File: config.mk
export PLATFORM = sky130hd
export DESIGN_NAME = schedule_2nd
export DESIGN_NICKNAME = d
export VERILOG_FILES = /design/src/rtl/schedule_2nd.sv
export SDC_FILE = /design/constraint.sdc
export NUM_CORES = 1
export LEC_CHECK = 0
export ABC_AREA = 1
export BUFFER_PORTS_ARGS = -buffer_cell sky130_fd_sc_hd__buf_2
export CORE_MARGIN = 2
export CORE_UTILIZATION = 49
export CTS_BUF_LIST = sky130_fd_sc_hd__clkbuf_2
export DETAILED_ROUTE_END_ITERATION = 7
export GPL_TIMING_DRIVEN = 0
export PLACE_DENSITY = 0.8
export SLEW_MARGIN = 10
export SYNTH_ARGS = -nofsm -noshare
export SYNTH_HDL_FRONTEND = slang
export SYNTH_SLANG_ARGS = --single-unit
File: constraint.sdc
create_clock -name CLK -period 2.5 [get_ports CLK]
set_clock_uncertainty 0.1 [all_clocks]
set_input_delay 0.125 -clock CLK [delete_from_list [all_inputs] [get_ports CLK]]
set_output_delay 0.125 -clock CLK [all_outputs]
set_load 0.01 [all_outputs]
File: src/rtl/schedule_2nd.sv
// schedule_2nd: second scheduling stage between schedule_1st and execute.
// Reads operands from the register file and forwards same-cycle writeback
// data. Tracks in-flight destination writes with a per-register pending
// counter and requests a hold (STALL) on RAW hazards or counter saturation.
// Ports:
//   CLK, RST (sync, active high), FLUSH, MEM_WAIT    - control
//   SCHEDULE_1ST_*                                  - incoming instruction
//   REG_RS{1,2}_ADDR / _DATA                        - register file read
//   WB_VALID, WB_RD, WB_DATA                        - retiring write
//   STALL                                           - combinational hold
//   SCHEDULE_2ND_*                                  - registered to execute
module schedule_2nd #(
  parameter int PEND_W = 2
) (
  input  logic        CLK,
  input  logic        RST,
  input  logic        FLUSH,
  input  logic        MEM_WAIT,
  input  logic [31:0] SCHEDULE_1ST_PC,
  input  logic [6:0]  SCHEDULE_1ST_OPCODE,
  input  logic [4:0]  SCHEDULE_1ST_RD,
  input  logic [4:0]  SCHEDULE_1ST_RS1,
  input  logic [4:0]  SCHEDULE_1ST_RS2,
  input  logic [11:0] SCHEDULE_1ST_CSR,
  input  logic [2:0]  SCHEDULE_1ST_FUNCT3,
  input  logic [6:0]  SCHEDULE_1ST_FUNCT7,
  input  logic [31:0] SCHEDULE_1ST_IMM,
  output logic [4:0]  REG_RS1_ADDR,
  input  logic [31:0] REG_RS1_DATA,
  output logic [4:0]  REG_RS2_ADDR,
  input  logic [31:0] REG_RS2_DATA,
  input  logic        WB_VALID,
  input  logic [4:0]  WB_RD,
  input  logic [31:0] WB_DATA,
  output logic        STALL,
  output logic [31:0] SCHEDULE_2ND_PC,
  output logic [6:0]  SCHEDULE_2ND_OPCODE,
  output logic [4:0]  SCHEDULE_2ND_RD,
  output logic [11:0] SCHEDULE_2ND_CSR,
  output logic [2:0]  SCHEDULE_2ND_FUNCT3,
  output logic [6:0]  SCHEDULE_2ND_FUNCT7,
  output logic [31:0] SCHEDULE_2ND_IMM,
  output logic [31:0] SCHEDULE_2ND_RS1_DATA,
  output logic [31:0] SCHEDULE_2ND_RS2_DATA
);
  localparam logic [PEND_W-1:0] PEND_MAX = '1;
  localparam logic [PEND_W-1:0] PEND_ONE = PEND_W'(1);

  logic [31:0][PEND_W-1:0] pend;
  logic        writes_rd, uses_rs1, uses_rs2;
  logic        wb_hit1, wb_hit2, wb_hitd;
  logic        raw1, raw2, sat, accept;
  logic [31:0] op1, op2;
  logic [31:0] inc_v, dec_v;

  assign REG_RS1_ADDR = SCHEDULE_1ST_RS1;
  assign REG_RS2_ADDR = SCHEDULE_1ST_RS2;

  // register usage decode; opcode 0 (bubble) falls to default
  always_comb begin
    writes_rd = 1'b0;
    uses_rs1  = 1'b0;
    uses_rs2  = 1'b0;
    case (SCHEDULE_1ST_OPCODE)
      7'b0110111, 7'b0010111, 7'b1101111: writes_rd = 1'b1;
      7'b1100111, 7'b0000011, 7'b0010011: begin
        writes_rd = 1'b1;
        uses_rs1  = 1'b1;
      end
      7'b0110011: begin
        writes_rd = 1'b1;
        uses_rs1  = 1'b1;
        uses_rs2  = 1'b1;
      end
      7'b1100011, 7'b0100011: begin
        uses_rs1 = 1'b1;
        uses_rs2 = 1'b1;
      end
      7'b1110011: begin
        writes_rd = (SCHEDULE_1ST_FUNCT3 != 3'd0);
        uses_rs1  = (SCHEDULE_1ST_FUNCT3 == 3'd1) || (SCHEDULE_1ST_FUNCT3 == 3'd2) ||
                    (SCHEDULE_1ST_FUNCT3 == 3'd3);
      end
      default: ;
    endcase
    if (SCHEDULE_1ST_RD == 5'd0) writes_rd = 1'b0;
  end

  assign wb_hit1 = WB_VALID && (WB_RD == SCHEDULE_1ST_RS1);
  assign wb_hit2 = WB_VALID && (WB_RD == SCHEDULE_1ST_RS2);
  assign wb_hitd = WB_VALID && (WB_RD == SCHEDULE_1ST_RD);

  // a retiring write clears the hazard only if it is the last one in flight
  assign raw1 = uses_rs1 && (pend[SCHEDULE_1ST_RS1] != '0) &&
                !(wb_hit1 && pend[SCHEDULE_1ST_RS1] == PEND_ONE);
  assign raw2 = uses_rs2 && (pend[SCHEDULE_1ST_RS2] != '0) &&
                !(wb_hit2 && pend[SCHEDULE_1ST_RS2] == PEND_ONE);
  // a same-cycle retire to rd frees a slot, so the new write fits
  assign sat  = writes_rd && (pend[SCHEDULE_1ST_RD] == PEND_MAX) && !wb_hitd;

  assign STALL  = (raw1 || raw2 || sat) && !FLUSH && !RST;
  assign accept = !RST && !FLUSH && !MEM_WAIT && !STALL;

  assign op1 = (SCHEDULE_1ST_RS1 == 5'd0) ? 32'd0 : (wb_hit1 ? WB_DATA : REG_RS1_DATA);
  assign op2 = (SCHEDULE_1ST_RS2 == 5'd0) ? 32'd0 : (wb_hit2 ? WB_DATA : REG_RS2_DATA);

  // per-register increment/decrement requests; x0 never set (rd!=0, pend[0]==0)
  always_comb begin
    inc_v = '0;
    dec_v = '0;
    if (accept && writes_rd) inc_v[SCHEDULE_1ST_RD] = 1'b1;
    if (WB_VALID && pend[WB_RD] != '0) dec_v[WB_RD] = 1'b1;
  end

  always_ff @(posedge CLK) begin
    if (RST || FLUSH) begin
      pend <= '0;
    end else begin
      for (int i = 1; i < 32; i++) begin
        case ({inc_v[i], dec_v[i]})
          2'b10:   pend[i] <= pend[i] + PEND_ONE;
          2'b01:   pend[i] <= pend[i] - PEND_ONE;
          default: pend[i] <= pend[i];
        endcase
      end
    end
  end

  always_ff @(posedge CLK) begin
    if (RST || FLUSH || (!MEM_WAIT && STALL)) begin
      SCHEDULE_2ND_PC       <= '0;
      SCHEDULE_2ND_OPCODE   <= '0;
      SCHEDULE_2ND_RD       <= '0;
      SCHEDULE_2ND_CSR      <= '0;
      SCHEDULE_2ND_FUNCT3   <= '0;
      SCHEDULE_2ND_FUNCT7   <= '0;
      SCHEDULE_2ND_IMM      <= '0;
      SCHEDULE_2ND_RS1_DATA <= '0;
      SCHEDULE_2ND_RS2_DATA <= '0;
    end else if (!MEM_WAIT) begin
      SCHEDULE_2ND_PC       <= SCHEDULE_1ST_PC;
      SCHEDULE_2ND_OPCODE   <= SCHEDULE_1ST_OPCODE;
      SCHEDULE_2ND_RD       <= SCHEDULE_1ST_RD;
      SCHEDULE_2ND_CSR      <= SCHEDULE_1ST_CSR;
      SCHEDULE_2ND_FUNCT3   <= SCHEDULE_1ST_FUNCT3;
      SCHEDULE_2ND_FUNCT7   <= SCHEDULE_1ST_FUNCT7;
      SCHEDULE_2ND_IMM      <= SCHEDULE_1ST_IMM;
      SCHEDULE_2ND_RS1_DATA <= op1;
      SCHEDULE_2ND_RS2_DATA <= op2;
    end
  end
endmodule
==> impl_results.md <==
- Status: finished, violations left
- Failing checks: DRC, setup timing
- Final setup violation count: 48
- Net Sw Power: 0.00288 W
- Yosys top cell area share: 35.1%
- RSZ-0062 raised after global routing: true
- Crit end category: output pin
- Final min period: 2.83 ns
- Slew HR: 29.2%
- Most frequent cell after synthesis: nand2_1
- Cell at the root of the clock tree: clkbuf_2
- # rows: 59
- Clock transition at path regs: 0.10 ns
- Largest net degree at the start of global routing: 17
- CTS tree: yes
- Reg2Reg Depth: 18
- Syn. warnings: 0
- Syn avg cell area: 6.50 µm²
- Vias/cell: 5.94
- DR iter-0 viols: 2925
- Logic gate share of total power: 22.3%
- Max-cap violation count: 0
- Synth Net Count: 2213
- EDFF count, synth: 0
- CTS Buffer Depth: 3
- TritonCTS buffer count: 58
- Post-synthesis cell area: 0.0128 mm²
- DP Area: 0.0151 mm²
- Yosys top cell by area: dfxtp_1
- Sequential fraction of the synthesis area: 35.1%
- Top_reg_cell synth: dfxtp_1
- Synth-to-Final Area Change: 54.0%
- CP max FO: 5
- Reg power frac: 44.9%
- Initial core utilization: 49.5%
- Synth top area cells: dfxtp_1 (35%), nand2_1 (13%), nor2_1 (9.8%)
- Total Power: 0.00822 W
- Max-slew violation count: 0
- IO Pins: 387
- First-pass GRT wire length: 103 mm
- Internal power: 0.00534 W
- H-tree depth: 2
- Routed Antenna Nets: 0
- Final hold slack: 0.0374 ns
- PortBufs: 378
- Worst min path class: input pin to register
- Reg-to-Reg Start: pend[59]$_SDFFE_PP0P_
- Clock Power Share: 32.8%
- DP HPWL: 41.6 mm
- Leakage: 9.70 nW
- Global placer's final weighted congestion: 1.04
- Cells after Synth: 1968
- Total Nets Final: 3004
- Crit share post-route: 113%
- Capturing point of the worst reg2reg path: pend[45]$_SDFFE_PP0P_
- Final hold viol count: 0
- Die height: 166 µm
- Req. time, crit path: 2.28 ns
- Critical path type: register to output pin
- Final setup margin: -0.332 ns
- Worst Tran Pin Value: 1.06 ns
- Flop2flop setup slack: -0.24 ns
- Routed Wire Length: 70.3 mm
- Crit path to: STALL
- DRC: 13
- Initial antenna violation count: 15
- F_max: 0.353 GHz
- Clock Sinks: 224
- Vias in the first global route: 17961
- VDD IR-drop max: 0.495 mV
- Share of flip-flops with an asynchronous set or reset: 0%
- WL/cell: 22.4 µm
- Synth unique cells: 30
- CP startpoint: pend[40]$_SDFFE_PP0P_
- Die width: 166 µm
- Hold wc startpoint: WB_RD[3]
- Share of cells above drive strength 1: 28.8%
- Data arrival, critical path: 2.61 ns
- Total number of vias: 18685
- Post-synth top cells: nand2_1 (438), nor2_1 (334), o21ai_0 (228)
- Sw frac: 35.0%
- CP startpoint kind: register
- Worst-skew pair later-pin latency: 0.94 ns
- Total Routing Usage GR: 49.7%
- Total gr overflow: 0
- Core Area: 0.0258 mm²
- Fill cell count: 1766
- Die area: 0.0274 mm²
- Post-route cell area: 0.0197 mm²
- Yosys reg bits: 224
- Pwr dens: 417 mW/mm²
- DRT Pass-1 Iters: 8
==> routing by layer <==
metal | vias to the layer above | wire (µm) | global-route usage [%]
met3 | 580 | 9990 | 19.5
met2 | 1803 | 29900 | 73.5
met5 | - | 143 | 4.73
met1 | 8326 | 23500 | 56.6
li1 | 7968 | - | -
met4 | 8 | 6800 | 39.2
==> worst min path at each step <==
stage / end / cells past startpoint
finish: pend[48]$_SDFFE_PP0P_ / 6
detailed placement: SCHEDULE_2ND_PC[6]$_SDFFE_PP0N_ / 3
global route: pend[48]$_SDFFE_PP0P_ / 6
floorplan: SCHEDULE_2ND_PC[5]$_SDFFE_PP0N_ / 2
CTS: pend[24]$_SDFFE_PP0P_ / 7
global placement: SCHEDULE_2ND_CSR[1]$_SDFFE_PP0N_ / 3
==> final cells by class <==
cell class	instances	area [µm²]	share of cell area, %
Tap cell	335	419	2.13
Clock inverter	16	72.6	0.368
Inverter	216	826	4.19
Clock buffer	84	420	2.13
Timing Repair Buffer	735	5400	27.4
Buffer	110	588	2.99
Sequential cell	224	4650	23.6
Multi-Input combinational cell	1414	7290	37.0
Antenna cell	12	30.0	0.152
==> repair_timing <==
item	in CTS	in global routing
hold buffers	308	0
resized for setup	190	172
setup buffers	26	22
hold endpoints to repair	224	0
pin swaps	54	43
endpoints found under the setup margin	102	225
gates cloned	1	0
==> critical path, stage by stage (launching register included) <==
cell     delay (ns)
dfxtp_4        0.41
inv_1          0.07
o21ai_1        0.14
nand2_1        0.07
nand2_1        0.09
nand2_1        0.06
nand2_1        0.14
nor2_1         0.07
nand2_1        0.06
nand3_1        0.10
nand3_2        0.12
inv_4          0.05
buf_8          0.12
nor2_4         0.10
buf_6          0.11
==> cells in the final DEF, fill, tap and decap left out, types with 2 or more instances in the layout <==
cell / n
mux2i_1: 88
a41oi_1: 2
dfxtp_1: 162
nand2_2: 25
inv_1: 161
dfxtp_2: 28
nand2_4: 5
buf_4: 52
nor2_4: 7
clkinv_1: 12
diode_2: 12
dlygate4sd3_1: 308
o22ai_1: 4
inv_4: 6
nor2_1: 297
dfxtp_4: 34
inv_2: 48
nor3_2: 2
buf_2: 400
nand2_1: 411
buf_6: 19
clkbuf_2: 90
o21ai_2: 19
nand4_1: 44
nand3_1: 111
nand3_2: 8
a21oi_1: 71
buf_12: 2
o211ai_1: 10
clkinv_2: 3
o21ai_0: 163
ha_1: 31
o21ai_1: 48
buf_1: 4
a21oi_2: 10
clkbuf_1: 53
nor2_2: 42
nor3_1: 11
==> through the flow <==
stage | setup TNS [ns] | utilization, % | setup WS (ns) | instances
finish | -7.10 | 76.2 | -0.332 | 3146
detailed placement | -94.21 | 58.4 | -0.999 | 2681
global placement | -94.24 | 58.4 | -0.922 | 2681
global route | -15.41 | 76.2 | -0.444 | 3146
CTS | -6.06 | 74.0 | -0.314 | 3112
floorplan | 0 | - | 0.0639 | 1968
==> cell families (layout without fill, tap and decap cells) <==
group	count (synthesis)	count (layout)	synth area share, %
and+or+nand+nor	965	965	30.9
buffers and inverters	330	1161	10.8
AOI/OAI and AO/OA	329	329	13.2
DFF	224	224	35.1
muxes	88	88	6.89
adders and majority gates	31	31	3.03
xor gates and xnor gates	1	1	0.0685
other	0	12	0
==> registers in the layout (all words and copies together) (netlist names) <==
| signal | cells |
|---|---|
| SCHEDULE_2ND_FUNCT7 | 7 |
| SCHEDULE_2ND_IMM | 32 |
| SCHEDULE_2ND_PC | 32 |
| SCHEDULE_2ND_FUNCT3 | 3 |
| SCHEDULE_2ND_RS2_DATA | 32 |
| SCHEDULE_2ND_RD | 5 |
| SCHEDULE_2ND_OPCODE | 7 |
| pend | 62 |
| SCHEDULE_2ND_RS1_DATA | 32 |
| SCHEDULE_2ND_CSR | 12 |
==> power groups by stage <==
stage / Clock, W / Sequential, W / Combinational, W
finish: 0.00269 / 0.00369 / 0.00184
global route: 0.00278 / 0.00369 / 0.00191
CTS: 0.00251 / 0.00368 / 0.00162
detailed placement: 0 / 0.00379 / 0.00120
global placement: 0 / 0.00378 / 0.00119
floorplan: 0 / 0.00382 / 0.000627
(Power assumes the default switching activity.)
